--- config.mk ---
export PLATFORM = sky130hd
export DESIGN_NAME = bavul_gise_hakemi
export DESIGN_NICKNAME = d
export VERILOG_FILES = /design/src/rtl/bavul_gise_hakemi.sv
export SDC_FILE = /design/constraint.sdc
export NUM_CORES = 1
export LEC_CHECK = 0
export ABC_AREA = 0
export BUFFER_PORTS_ARGS = -buffer_cell sky130_fd_sc_hd__clkbuf_2
export CORE_UTILIZATION = 47
export DETAILED_ROUTE_END_ITERATION = 6
export PLACE_DENSITY_LB_ADDON = 0.3
export SYNTH_ARGS = -nofsm -noshare
export SYNTH_HDL_FRONTEND = slang
export SYNTH_SLANG_ARGS = --single-unit
--- constraint.sdc ---
create_clock -name saat -period 2.1 [get_ports saat]
set_input_delay 0 -clock saat [delete_from_list [all_inputs] [get_ports saat]]
set_output_delay 0 -clock saat [all_outputs]
set_load 0.1 [all_outputs]
--- src/rtl/bavul_gise_hakemi.sv ---
// bavul_gise_hakemi: round-robin arbiter that lets several check-in desks share
// one bavul fee unit, with a done timeout and a saturating revenue total.
//
// Ports
//   saat           clock, rising edge
//   reset          asynchronous active-low reset
//   istek          per-desk request, held until that desk sees its kabul
//   agirlik_gir    desk i weight at [6i+5:6i], valid while istek[i]
//   toplam_sil     synchronous clear of toplam
//   kabul          one-hot grant pulse (one cycle, GONDER)
//   yanit_gecerli  one-hot response pulse (one cycle, YANIT)
//   yanit_ucret    fee for the responding desk, 0 outside YANIT
//   hata           timeout flag, 0 outside YANIT
//   mesgul         high in every state except BOS
//   b_basla        start pulse to the fee unit
//   b_agirlik      weight to the fee unit, stable GONDER..YANIT
//   b_ucret        fee from the fee unit, sampled only with b_bitti
//   b_bitti        fee unit done, ignored outside GONDER/BEKLE
//   toplam         saturating sum of successful fees
module bavul_gise_hakemi #(
    parameter int GISE_SAYISI     = 4,
    parameter int ZAMAN_ASIMI     = 16,
    parameter int TOPLAM_GENISLIK = 16
) (
    input  logic                         saat,
    input  logic                         reset,
    input  logic [GISE_SAYISI-1:0]       istek,
    input  logic [6*GISE_SAYISI-1:0]     agirlik_gir,
    input  logic                         toplam_sil,
    output logic [GISE_SAYISI-1:0]       kabul,
    output logic [GISE_SAYISI-1:0]       yanit_gecerli,
    output logic [7:0]                   yanit_ucret,
    output logic                         hata,
    output logic                         mesgul,
    output logic                         b_basla,
    output logic [5:0]                   b_agirlik,
    input  logic [7:0]                   b_ucret,
    input  logic                         b_bitti,
    output logic [TOPLAM_GENISLIK-1:0]   toplam
);

    localparam int IW = (GISE_SAYISI > 1) ? $clog2(GISE_SAYISI) : 1;
    localparam int SW = (ZAMAN_ASIMI > 1) ? $clog2(ZAMAN_ASIMI) : 1;
    localparam int TW = TOPLAM_GENISLIK;

    typedef enum logic [1:0] {
        BOS    = 2'd0,
        GONDER = 2'd1,
        BEKLE  = 2'd2,
        YANIT  = 2'd3
    } durum_t;

    durum_t          durum_q, durum_d;
    logic [IW-1:0]   sec_q, sec_d;
    logic [IW-1:0]   ptr_q, ptr_d;
    logic [5:0]      agirlik_q, agirlik_d;
    logic [7:0]      ucret_q, ucret_d;
    logic            hata_q, hata_d;
    logic [SW-1:0]   sayac_q, sayac_d;
    logic [TW-1:0]   toplam_q, toplam_d;

    logic [IW-1:0]   aday;
    logic [IW-1:0]   bak;
    logic            bulundu;
    logic [5:0]      aday_agirlik;
    logic [GISE_SAYISI-1:0] sec_onehot;
    logic            ekle;
    logic [TW:0]     toplam_toplami;

    // Round-robin search: first requesting desk after the last one served,
    // wrapping around, so the last winner has the lowest priority.
    always_comb begin
        bulundu = 1'b0;
        aday    = ptr_q;
        bak     = ptr_q;
        for (int k = 1; k <= GISE_SAYISI; k++) begin
            bak = IW'((int'(ptr_q) + k) % GISE_SAYISI);
            if (!bulundu && istek[bak]) begin
                bulundu = 1'b1;
                aday    = bak;
            end
        end
    end

    always_comb begin
        aday_agirlik = 6'd0;
        for (int i = 0; i < GISE_SAYISI; i++) begin
            if (aday == IW'(i)) begin
                aday_agirlik = agirlik_gir[6*i +: 6];
            end
        end
    end

    always_comb begin
        durum_d   = durum_q;
        sec_d     = sec_q;
        ptr_d     = ptr_q;
        agirlik_d = agirlik_q;
        ucret_d   = ucret_q;
        hata_d    = hata_q;
        sayac_d   = sayac_q;
        unique case (durum_q)
            BOS: begin
                if (bulundu) begin
                    sec_d     = aday;
                    ptr_d     = aday;
                    agirlik_d = aday_agirlik;
                    ucret_d   = 8'd0;
                    hata_d    = 1'b0;
                    durum_d   = GONDER;
                end
            end
            GONDER: begin
                if (b_bitti) begin
                    // Zero-wait fee unit: done in the same cycle as start.
                    ucret_d = b_ucret;
                    hata_d  = 1'b0;
                    durum_d = YANIT;
                end else begin
                    sayac_d = '0;
                    durum_d = BEKLE;
                end
            end
            BEKLE: begin
                if (b_bitti) begin
                    ucret_d = b_ucret;
                    hata_d  = 1'b0;
                    durum_d = YANIT;
                end else if (sayac_q == SW'(ZAMAN_ASIMI - 1)) begin
                    ucret_d = 8'd0;
                    hata_d  = 1'b1;
                    durum_d = YANIT;
                end else begin
                    sayac_d = sayac_q + 1'b1;
                end
            end
            YANIT: begin
                durum_d = BOS;
            end
            default: begin
                durum_d = BOS;
            end
        endcase
    end

    // YANIT always returns to BOS, so "leaving YANIT" is simply "in YANIT".
    assign ekle = (durum_q == YANIT) && !hata_q;
    assign toplam_toplami = {1'b0, toplam_q}
                          + {{(TW - 7){1'b0}}, ucret_q};

    always_comb begin
        toplam_d = toplam_q;
        if (toplam_sil) begin
            // A clear coinciding with an add keeps only the new fee.
            toplam_d = ekle ? TW'(ucret_q) : '0;
        end else if (ekle) begin
            toplam_d = toplam_toplami[TW] ? '1 : toplam_toplami[TW-1:0];
        end
    end

    always_ff @(posedge saat or negedge reset) begin
        if (!reset) begin
            durum_q   <= BOS;
            sec_q     <= '0;
            ptr_q     <= IW'(GISE_SAYISI - 1);
            agirlik_q <= 6'd0;
            ucret_q   <= 8'd0;
            hata_q    <= 1'b0;
            sayac_q   <= '0;
            toplam_q  <= '0;
        end else begin
            durum_q   <= durum_d;
            sec_q     <= sec_d;
            ptr_q     <= ptr_d;
            agirlik_q <= agirlik_d;
            ucret_q   <= ucret_d;
            hata_q    <= hata_d;
            sayac_q   <= sayac_d;
            toplam_q  <= toplam_d;
        end
    end

    assign sec_onehot    = {{(GISE_SAYISI - 1){1'b0}}, 1'b1} << sec_q;
    assign kabul         = (durum_q == GONDER) ? sec_onehot : '0;
    assign yanit_gecerli = (durum_q == YANIT) ? sec_onehot : '0;
    assign yanit_ucret   = (durum_q == YANIT) ? ucret_q : 8'd0;
    assign hata          = (durum_q == YANIT) && hata_q;
    assign mesgul        = (durum_q != BOS);
    assign b_basla       = (durum_q == GONDER);
    assign b_agirlik     = agirlik_q;
    assign toplam        = toplam_q;

endmodule

==> results of run 1 <==
## layout by cell type, fill, tap and decap left out, types with 3 or more instances in the layout
cell type	count
nand2_1	31
nor3_2	3
clkbuf_2	80
a21oi_1	15
and2_1	11
and3_1	4
dfrtp_1	24
nand3_1	10
ha_4	5
inv_1	8
buf_4	26
nor2_1	10
xor2_1	5
dfrtp_2	11
nand4_1	4
dfrtp_4	4
o22ai_1	6
a21o_1	9
nor3_1	4
o21ai_1	5
xnor2_1	3
clkbuf_8	6
o21ai_0	19
dlygate4sd3_1	9
a211oi_1	5
o21a_1	3
ha_1	9
nand2b_1	6
mux2i_1	13
## sequential cells by signal (all words and copies together) (netlist names)
| name | cells |
|---|---|
| hata_q | 1 |
| sec_q | 2 |
| toplam | 16 |
| ptr_q | 2 |
| b_agirlik | 6 |
| sayac_q | 4 |
| durum_q | 2 |
| ucret_q | 8 |
## through the flow
step           setup WS [ps]  power [mW]  hold slack [ps]  cell area, um2
2_1_floorplan           -176        4.55             -296            2790
3_3_place_gp           -3.35        5.30            -66.0            3400
3_5_place_dp            -124        5.37            -62.4            3400
4_1_cts                 2.97        6.10             62.0            3640
5_1_grt                 -107        6.63              116            3740
6_report               -34.9        6.27             78.3            3740
## critical path, cell delays in order, from the launching register on
cell and delay [ps]:
dfrtp_4 490, ha_4 170, fa_2 370, a21oi_4 160, o2111ai_1 160, a21o_1 270
buf_4 170, a21oi_2 150, nor3_1 80
## how the worst min path moves through the flow
stage / startpoint / to / slack, ps / cells after the start
floorplan: reset / b_agirlik[0]$_DFFE_PN0P_ / -300 / 0
CTS: agirlik_gir[9] / b_agirlik[3]$_DFFE_PN0P_ / 60 / 4
finish: b_bitti / hata_q$_DFFE_PN0P_ / 80 / 4
detailed placement: reset / toplam[6]$_DFFE_PN0P_ / -60 / 1
global route: agirlik_gir[11] / b_agirlik[5]$_DFFE_PN0P_ / 120 / 4
global placement: reset / toplam[6]$_DFFE_PN0P_ / -70 / 1
## repair_timing
item                                    4_1_cts  5_1_grt
pin swaps                                     3        6
hold buffers                                  9        0
endpoints found under the setup margin       12       22
resized for setup                             6       23
hold endpoints to repair                     27        0
setup buffers                                 1        0
## cell type report
cell class | count | share of cell area, %
inverters | 9 | 1.00
flip-flops and latches | 41 | 28.3
clock inverters | 2 | 1.00
clock buffers | 6 | 2.21
multi-input cells | 231 | 46.2
well taps | 72 | 2.41
repair buffers | 117 | 18.9
## per-layer routing
layer	global-route usage, %	share of wire, %	up-vias
li1	-	-	1309
met1	32.6	43	1290
met2	40.9	49	90
met3	3.65	5.5	13
met4	9.81	1.8	0
met5	0	0	-
## cells by family after synthesis
logic type	after synthesis	synth area share, %
AO/OA/AOI/OAI	92	22.2
XOR/XNOR	8	2.61
adder cells (fa/ha/maj)	15	7.28
buffers and inverters	24	4.48
flip-flops	41	38.4
multiplexers	14	5.27
AND/OR/NAND/NOR	102	19.8
## report_power, final
group | switching [mW] | internal [mW] | leakage, nW | total (mW)
registers | 0.328 | 1.11 | 0.512 | 1.44
logic | 2.89 | 1.27 | 1.23 | 4.17
clock network | 0.282 | 0.387 | 0.0574 | 0.669
total | 3.50 | 2.77 | 1.80 | 6.27
==> results.tsv, run 1 <==
stage	metric	value	unit
sta	worst relative slew slack	62.8	%
cts	Worst-path clk slew	80	ps
cts	worst-skew pair later-pin latency	300	ps
sta	final hold vios	0	
sta	clock period minus final worst setup slack	2130	ps
critical_path	critical path data required time	2270	ps
cts	root buf cell	clkbuf_8	
critical_path	CP arrival	2300	ps
sta	RSZ-0062 raised after global routing	true	
final_layout	filler cell count	419	
final_layout	Final #Nets	460	
floorplan	site row count	27	
route	detailed-route wire length	7200	um
sta	f_max	468	MHz
global_routing	vias in the first global route	2622	
placed_design	routability cong.	0.900	
logic_synthesis	commonest cells in the synthesized netlist	dfrtp_1, nand2_1, o21ai_0	
cts	clock buffer depth	2	
logic_synthesis	top-count cell post-synth	dfrtp_1	
route	DR DRC count	0	
placed_design	# port buffers	80	
critical_path	R2R Setup Slk	-30	ps
logic_synthesis	Yosys warning count	0	
critical_path	critical path class	register to register	
floorplan	Core ar.	5510	um2
critical_path	Critical path destination	toplam[8]$_DFFE_PN0P_	
cts	H-tree depth	2	
global_routing	largest net degree at the start of global routing	23	
final_layout	storage element area	1060	um2
final_layout	layout cell share with drive strength beyond 1	41.6	%
floorplan	Initial Util	48.7	%
floorplan	DIE HEIGHT	77.5	um
cts	TritonCTS clock tree	yes	
logic_synthesis	Top FF cell, synth	dfrtp_1	
sta	period utilization	102	%
critical_path	cells on worst reg2reg path	8	
route	Iter 0 DRT Violations	207	
critical_path	Critical Path End Type	register	
critical_path	RR Endpoint	toplam[8]$_DFFE_PN0P_	
sta	Slew Viols, Final	0	
logic_synthesis	sequential area share after synthesis	38.4	%
run	Max-Cap Viols	0	
sta	clock skew	12.3	ps
critical_path	Startpoint Class	register	
logic_synthesis	Avg Inst Size Synth	9.06	um2
final_layout	Area Growth Syn to Fin	39.6	%
cts	CTS Buf Count	5	
route	drt wl/cell	15.1	um
critical_path	RR Startpoint	toplam[0]$_DFFE_PN0P_	
logic_synthesis	synth unique cells	48	
outcome	outcome	finished with violations	
logic_synthesis	Syn Nets	351	
outcome	failing checks	negative setup slack	
sta	final setup margin	-34.9	ps
final_layout	Antenna diodes	0	
final_layout	area of the multi-input gates	1730	um2
sta	actual slew at the worst max-slew pin	560	ps
logic_synthesis	Yosys top cell by area	dfrtp_1	
critical_path	crit path max fanout	5	
logic_synthesis	Synth area leaders	dfrtp_1, ha_1, mux2i_1	
route	post-route ant nets	0	
sta	Setup Viol. Count Final	2	
sta	setup TNS	-64.9	ps
critical_path	Critical Path Source	toplam[0]$_DFFE_PN0P_	
logic_synthesis	Mapped Cells	296	
global_routing	antenna violations before repair	0	
logic_synthesis	ys async rst share	100	%
logic_synthesis	share of the synthesized area in the top cell type	36.4	%
logic_synthesis	number of flops mapped to enable cells by yosys	0	
route	vias	2702	
logic_synthesis	register bit total from synthesis	41	
final_layout	final core occ	68.0	%
hold_path	worst hold path class	input port to register	
global_routing	global-route wire length before repair	12000	um
power	power density cells	1680	nW/um2
floorplan	Die Area	6010	um2
global_routing	gr ovfl total	0	
floorplan	Ports	81	
route	Via density	5.65	
power	Leak	1.80	nW
power	VDD IR max	1300	uV
global_routing	gr usage total	24.8	%
placed_design	DP HPWL	5350	um
cts	# clock sinks	41	
final_layout	non-filler cells, final	478	
logic_synthesis	Cell Area, Synth	2680	um2
floorplan	Die W	77.5	um
route	first-pass iteration count of the detailed router	6	
placed_design	total placed cells including tap cells	460	
(Power assumes the default switching activity.)
==> inputs of run 2 (changes only) <==
--- a/config.mk
+++ b/config.mk
@@ -7,7 +7,8 @@
 export LEC_CHECK = 0
 export ABC_AREA = 0
 export BUFFER_PORTS_ARGS = -buffer_cell sky130_fd_sc_hd__clkbuf_2
-export CORE_UTILIZATION = 47
+export CORE_UTILIZATION = 48
+export CTS_BUF_LIST = sky130_fd_sc_hd__clkbuf_4 sky130_fd_sc_hd__clkbuf_8
 export DETAILED_ROUTE_END_ITERATION = 6
 export PLACE_DENSITY_LB_ADDON = 0.3
 export SYNTH_ARGS = -nofsm -noshare
==> run 2 against run 1 <==
Compared with the run above:
- largest power group unchanged
- the flow still finishes with violations (negative setup slack)
- clock skew shrank 1.0 ps
- first-iteration DRC count up 32%
- worst hold slack lost 10 ps
- sequential share of layout area up 0.23 points
- combinational power about the same
- via count fell by 1.0%
==> results.tsv, run 2 (synthesis results as in run 1) <==
stage	metric	value	unit	change
outcome	outcome	finished with violations		
outcome	failing checks	negative setup slack		
placed_design	placed cell area	3410	um2	+0.15%
cts	H-tree depth	2		unchanged
cts	Setup Buffers After CTS	0		-1
cts	CTS Buf Count	5		unchanged
floorplan	Core ar.	5240	um2	-4.9%
final_layout	most common cell after layout, fill and taps aside	clkbuf_2		
placed_design	routability cong.	0.938		+4.2%
critical_path	R2R Setup Slk	-20	ps	about the same
placed_design	total placed cells including tap cells	459		-0.22%
run	Max-Cap Viols	0		unchanged
critical_path	Critical Path, Cell by Cell	ha_4, fa_2, a21oi_4, o2111ai_1, a21o_1, nand2b_1, mux2_4		
floorplan	Initial Util	51.2	%	+2.5 points
critical_path	cells on worst reg2reg path	7		-1
sta	final hold vios	0		unchanged
critical_path	Critical Path Source	toplam[0]$_DFFE_PN0P_		
sta	final setup margin	-22.2	ps	+12.7 ps
sta	actual slew at the worst max-slew pin	558	ps	-2.23 ps
critical_path	Critical Path End Type	register		
route	detailed-route wire length	7240	um	+0.60%
placed_design	# port buffers	80		unchanged
route	DR DRC count	0		unchanged
floorplan	Ports	81		unchanged
final_layout	final core occ	70.9	%	+2.9 points
route	Via density	5.62		-0.58%
final_layout	Largest register FFs	16		unchanged
sta	Slew Viols, Final	0		unchanged
global_routing	largest net degree at the start of global routing	23		unchanged
critical_path	Critical path destination	toplam[12]$_DFFE_PN0P_		
route	drt wl/cell	15.2	um	+1.0%
route	first-pass iteration count of the detailed router	5		-1
final_layout	layout cell share with drive strength beyond 1	40.1	%	-1.5 points
route	vias	2675		-1.0%
critical_path	delay of the slowest critical-path stage	490	ps	about the same
hold_path	worst hold path class	input port to register		
critical_path	critical path data required time	2290	ps	+20 ps
final_layout	storage element area	1060	um2	unchanged
final_layout	Area Growth Syn to Fin	38.5	%	
global_routing	gr ovfl total	0		unchanged
sta	RSZ-0062 raised after global routing	true		
critical_path	Buf/Inv on CP	0		-1
critical_path	RR Endpoint	toplam[12]$_DFFE_PN0P_		
floorplan	Die W	76.7	um	-1.0%
critical_path	RR Startpoint	toplam[0]$_DFFE_PN0P_		
critical_path	CP arrival	2310	ps	about the same
critical_path	crit path max fanout	7		+2
critical_path	crit-path leading delay family	compound AO/OA/AOI/OAI gates		
floorplan	DIE HEIGHT	76.7	um	-1.0%
sta	setup TNS	-22.2	ps	+42.6 ps
final_layout	filler cell count	404		-3.6%
critical_path	slowest CP cell	dfrtp_4		
sta	clock skew	11.3	ps	-1.01 ps
global_routing	vias in the first global route	2615		-0.27%
final_layout	Antenna diodes	0		unchanged
cts	clock buffer depth	2		unchanged
sta	period utilization	101	%	-0.60 points
floorplan	Die Area	5890	um2	-2.0%
critical_path	Startpoint Class	register		
global_routing	antenna violations before repair	0		unchanged
cts	# clock sinks	41		unchanged
final_layout	Final #Nets	460		unchanged
final_layout	fin area	3710	um2	-0.80%
critical_path	critical path class	register to register		
final_layout	area of the multi-input gates	1710	um2	-1.2%
floorplan	site row count	26		-3.7%
sta	worst relative slew slack	63.0	%	+0.15 points
route	Iter 0 DRT Violations	274		+32%
critical_path	WP depth	7		-1
global_routing	global-route wire length before repair	12100	um	+0.99%
final_layout	commonest non-fill, non-tap cells in the layout	clkbuf_2, nand2_1, buf_4		
route	post-route ant nets	0		unchanged
placed_design	DP HPWL	5340	um	-0.18%
power	VDD IR max	1510	uV	+16%
final_layout	non-filler cells, final	476		-0.42%
sta	worst hold slack	67.8	ps	-10.5 ps
cts	TritonCTS clock tree	yes		
cts	root buf cell	clkbuf_8		
sta	Setup Viol. Count Final	1		-1
global_routing	gr usage total	25.6	%	+0.79 points
sta	f_max	471	MHz	+0.60%
power	power density cells	1690	nW/um2	+0.75%
power	Leak	1.80	nW	about the same
cts	Worst-path clk slew	80	ps	about the same
cts	worst-skew pair later-pin latency	300	ps	about the same
sta	clock period minus final worst setup slack	2120	ps	-12.7 ps
==> run 2: layout make-up <==
| type | count | area share (%) |
|---|---|---|
| Clock buffer | 7 | 2.43 |
| Clock inverter | 1 | 0.809 |
| Inverter | 9 | 1.01 |
| Multi-Input combinational cell | 231 | 46.0 |
| Sequential cell | 41 | 28.5 |
| Tap cell | 70 | 2.36 |
| Timing Repair Buffer | 117 | 18.9 |
==> run 2: worst min path at each step <==
stage                     depth (start not counted)                  endpoint             from
after global placement                            1     toplam[4]$_DFFE_PN0P_            reset
final                                             4  b_agirlik[3]$_DFFE_PN0P_   agirlik_gir[9]
after detailed placement                          1     toplam[4]$_DFFE_PN0P_            reset
after floorplan                                   0  b_agirlik[0]$_DFFE_PN0P_            reset
after global routing                              4  b_agirlik[0]$_DFFE_PN0P_  agirlik_gir[18]
after CTS                                         4        hata_q$_DFFE_PN0P_          b_bitti
==> run 2: timing repair <==
| action | CTS | global route |
|---|---|---|
| hold endpoints to repair | 24 | 0 |
| hold buffers | 9 | 0 |
| resized for setup | 3 | 17 |
| pin swaps | 2 | 3 |
| endpoints found under the setup margin | 10 | 16 |
==> run 2: where the power goes <==
group	internal, mW	switching (mW)
Sequential	1.11	0.323
Combinational	1.27	2.89
Clock	0.400	0.274
Total	2.78	3.49
==> run 2: worst register-to-register path: stages, from the launching register on <==
cell and delay [ps]:
dfrtp_4 490, ha_4 170, fa_2 370, a21oi_4 160, o2111ai_1 150, a21o_1 260, nand2b_1 120, mux2_4 300
==> run 2: routing by layer <==
layer	global-route usage, %	wire length, um	share of wire (%)	vias to the layer above
met1	32.8	3120	43	1245
met2	42.9	3560	49	114
met4	9.42	160	2.2	0
met3	4.40	402	5.6	17
met5	0	0	0	-
li1	-	-	-	1299
==> run 2: through the flow <==
step	setup slack (ps)	total power, mW
after detailed placement	-87.6	5.41
after floorplan	-176	4.55
after global routing	-83.6	6.64
final	-22.2	6.27
after CTS	-17.9	6.12
after global placement	-13.5	5.33
==> inputs of run 3 (changes only) <==
--- a/config.mk
+++ b/config.mk
@@ -7,7 +7,8 @@
 export LEC_CHECK = 0
 export ABC_AREA = 0
 export BUFFER_PORTS_ARGS = -buffer_cell sky130_fd_sc_hd__clkbuf_2
-export CORE_UTILIZATION = 48
+export CORE_MARGIN = 8
+export CORE_UTILIZATION = 35
 export CTS_BUF_LIST = sky130_fd_sc_hd__clkbuf_4 sky130_fd_sc_hd__clkbuf_8
 export DETAILED_ROUTE_END_ITERATION = 6
 export PLACE_DENSITY_LB_ADDON = 0.3
==> run 3 against run 2 <==
Compared with the run above:
- critical endpoint is now toplam[9]$_DFFE_PN0P_
- register-to-register slack worse by 20 ps
- cell count grew 7.4%
- critical path depth stayed put
- utilization shrank 20 points
- sequential share of layout area decreased by 0.84 points
- largest power group unchanged
- sequential power barely moved
- global-route usage fell by 11 points
- combinational power up 4%
- the flow still finishes with violations (negative setup slack)
- non-clock buffer count increased by 3
==> results.tsv, run 3 (synthesis results as in run 1) <==
stage	metric	value	unit	change
critical_path	Critical Path Source	toplam[0]$_DFFE_PN0P_		
outcome	failing checks	negative setup slack		
hold_path	min-delay src	agirlik_gir[9]		
final_layout	most common cell after layout, fill and taps aside	clkbuf_2		
route	Via density	5.35		-4.8%
outcome	outcome	finished with violations		
sta	worst relative slew slack	62.1	%	-0.91 points
global_routing	antenna violations before repair	0		unchanged
sta	actual slew at the worst max-slew pin	569	ps	+11.2 ps
critical_path	Critical Path End Type	register		
hold_path	worst hold path class	input port to register		
cts	CTS Buf Count	5		unchanged
final_layout	Largest register FFs	16		unchanged
sta	f_max	466	MHz	-1.0%
final_layout	Final #Nets	463		+0.65%
critical_path	R2R Setup Slk	-40	ps	-20 ps
cts	root buf cell	clkbuf_8		
global_routing	global-route wire length before repair	13200	um	+9.7%
sta	final hold vios	0		unchanged
hold_path	hold depth	4		unchanged
final_layout	Area Growth Syn to Fin	42.7	%	
sta	clock skew	6.72	ps	-4.58 ps
power	VDD IR max	1240	uV	-18%
placed_design	DP HPWL	5940	um	+11%
cts	# clock sinks	41		unchanged
critical_path	critical path class	register to register		
run	Max-Cap Viols	0		unchanged
global_routing	gr usage total	14.8	%	-11 points
floorplan	DIE HEIGHT	104	um	+35%
placed_design	routability cong.	0.884		-5.7%
final_layout	final core occ	50.5	%	-20 points
sta	final setup margin	-44.1	ps	-21.8 ps
floorplan	Ports	81		unchanged
cts	Worst-path clk slew	90	ps	about the same
placed_design	placed cell area	3440	um2	+0.96%
power	Leak	1.83	nW	+1.5%
final_layout	Antenna diodes	0		unchanged
global_routing	gr ovfl total	0		unchanged
cts	H-tree depth	2		unchanged
cts	worst-skew pair later-pin latency	300	ps	about the same
critical_path	critical path data required time	2260	ps	-30 ps
sta	Setup Viol. Count Final	10		+9
route	detailed-route wire length	8130	um	+12%
final_layout	layout cell share with drive strength beyond 1	43.3	%	+3.1 points
critical_path	crit path max fanout	5		-2
route	first-pass iteration count of the detailed router	4		-1
critical_path	Critical path destination	toplam[9]$_DFFE_PN0P_		
critical_path	CP arrival	2310	ps	about the same
sta	RSZ-0062 raised after global routing	true		
sta	setup TNS	-274	ps	-252 ps
cts	clock buffer depth	2		unchanged
floorplan	Die Area	10700	um2	+82%
final_layout	fin area	3820	um2	+3.0%
global_routing	vias in the first global route	2719		+4.0%
critical_path	cells on worst reg2reg path	7		unchanged
sta	Slew Viols, Final	0		unchanged
final_layout	filler cell count	715		+77%
sta	clock period minus final worst setup slack	2140	ps	+21.8 ps
route	DR DRC count	0		unchanged
route	post-route ant nets	0		unchanged
critical_path	Startpoint Class	register		
critical_path	RR Startpoint	toplam[0]$_DFFE_PN0P_		
floorplan	Core ar.	7570	um2	+44%
floorplan	Initial Util	35.4	%	-16 points
floorplan	Die W	104	um	+35%
critical_path	RR Endpoint	toplam[9]$_DFFE_PN0P_		
floorplan	site row count	32		+23%
cts	TritonCTS clock tree	yes		
sta	worst hold slack	64.3	ps	-3.53 ps
placed_design	# port buffers	80		unchanged
power	power density cells	1640	nW/um2	-3.1%
sta	period utilization	102	%	+1.0 points
global_routing	largest net degree at the start of global routing	42		+83%
route	Iter 0 DRT Violations	149		-46%
route	drt wl/cell	15.9	um	+4.6%
route	vias	2733		+2.2%
final_layout	commonest non-fill, non-tap cells in the layout	clkbuf_2, nand2_1, buf_4		
power	total power	6.26	mW	-0.13%
==> run 3: area by class of cell <==
class / instances / area (um2) / area share [%]
multi-input cells: 231 / 1790 / 46.7
flip-flops and latches: 41 / 1060 / 27.6
repair buffers: 120 / 731 / 19.1
well taps: 102 / 128 / 3.34
clock buffers: 5 / 68.8 / 1.80
inverters: 9 / 37.5 / 0.981
clock inverters: 3 / 17.5 / 0.458
==> run 3: per-stage QoR <==
stage          cells  setup WS, ps
6_report         511         -44.1
5_1_grt          511          -130
2_1_floorplan    296          -176
4_1_cts          510         -12.5
3_5_place_dp     490          -106
3_3_place_gp     490         -19.7
==> run 3: power by group <==
part	internal, mW	total [mW]	switching [mW]
combinational	1.33	4.31	2.99
sequential	1.11	1.43	0.317
clock	0.230	0.522	0.293
==> run 3: worst max-delay path: stages, from the launching register on <==
cell and delay (ps):
dfrtp_4 500, ha_4 170, fa_2 370, a21oi_4 180, o211ai_1 150, a41o_2 320
nor3b_2 210, a311oi_1 110
==> run 3: worst min path at each step <==
stage                               end  slack (ps)
6_report       b_agirlik[3]$_DFFE_PN0P_          60
5_1_grt        b_agirlik[1]$_DFFE_PN0P_          90
4_1_cts              hata_q$_DFFE_PN0P_          50
3_5_place_dp      toplam[4]$_DFFE_PN0P_         100
3_3_place_gp      toplam[4]$_DFFE_PN0P_         100
2_1_floorplan  b_agirlik[0]$_DFFE_PN0P_        -300
==> run 3: layer usage <==
metal / wire length, um / up-vias / global-route usage (%)
met5: 0 / - / 0
met4: 86 / 0 / 4.30
met3: 522 / 6 / 4.03
met2: 3980 / 82 / 23.1
met1: 3530 / 1337 / 19.5
li1: - / 1308 / -
==> run 3: timing repair <==
| item | CTS | global route |
|---|---|---|
| hold endpoints to repair | 47 | 0 |
| hold buffers | 9 | 0 |
| pin swaps | 2 | 10 |
| gates resized for setup | 10 | 27 |
| cloned | 0 | 0 |
| buffers inserted | 3 | 1 |
| setup endpoints to repair | 11 | 31 |
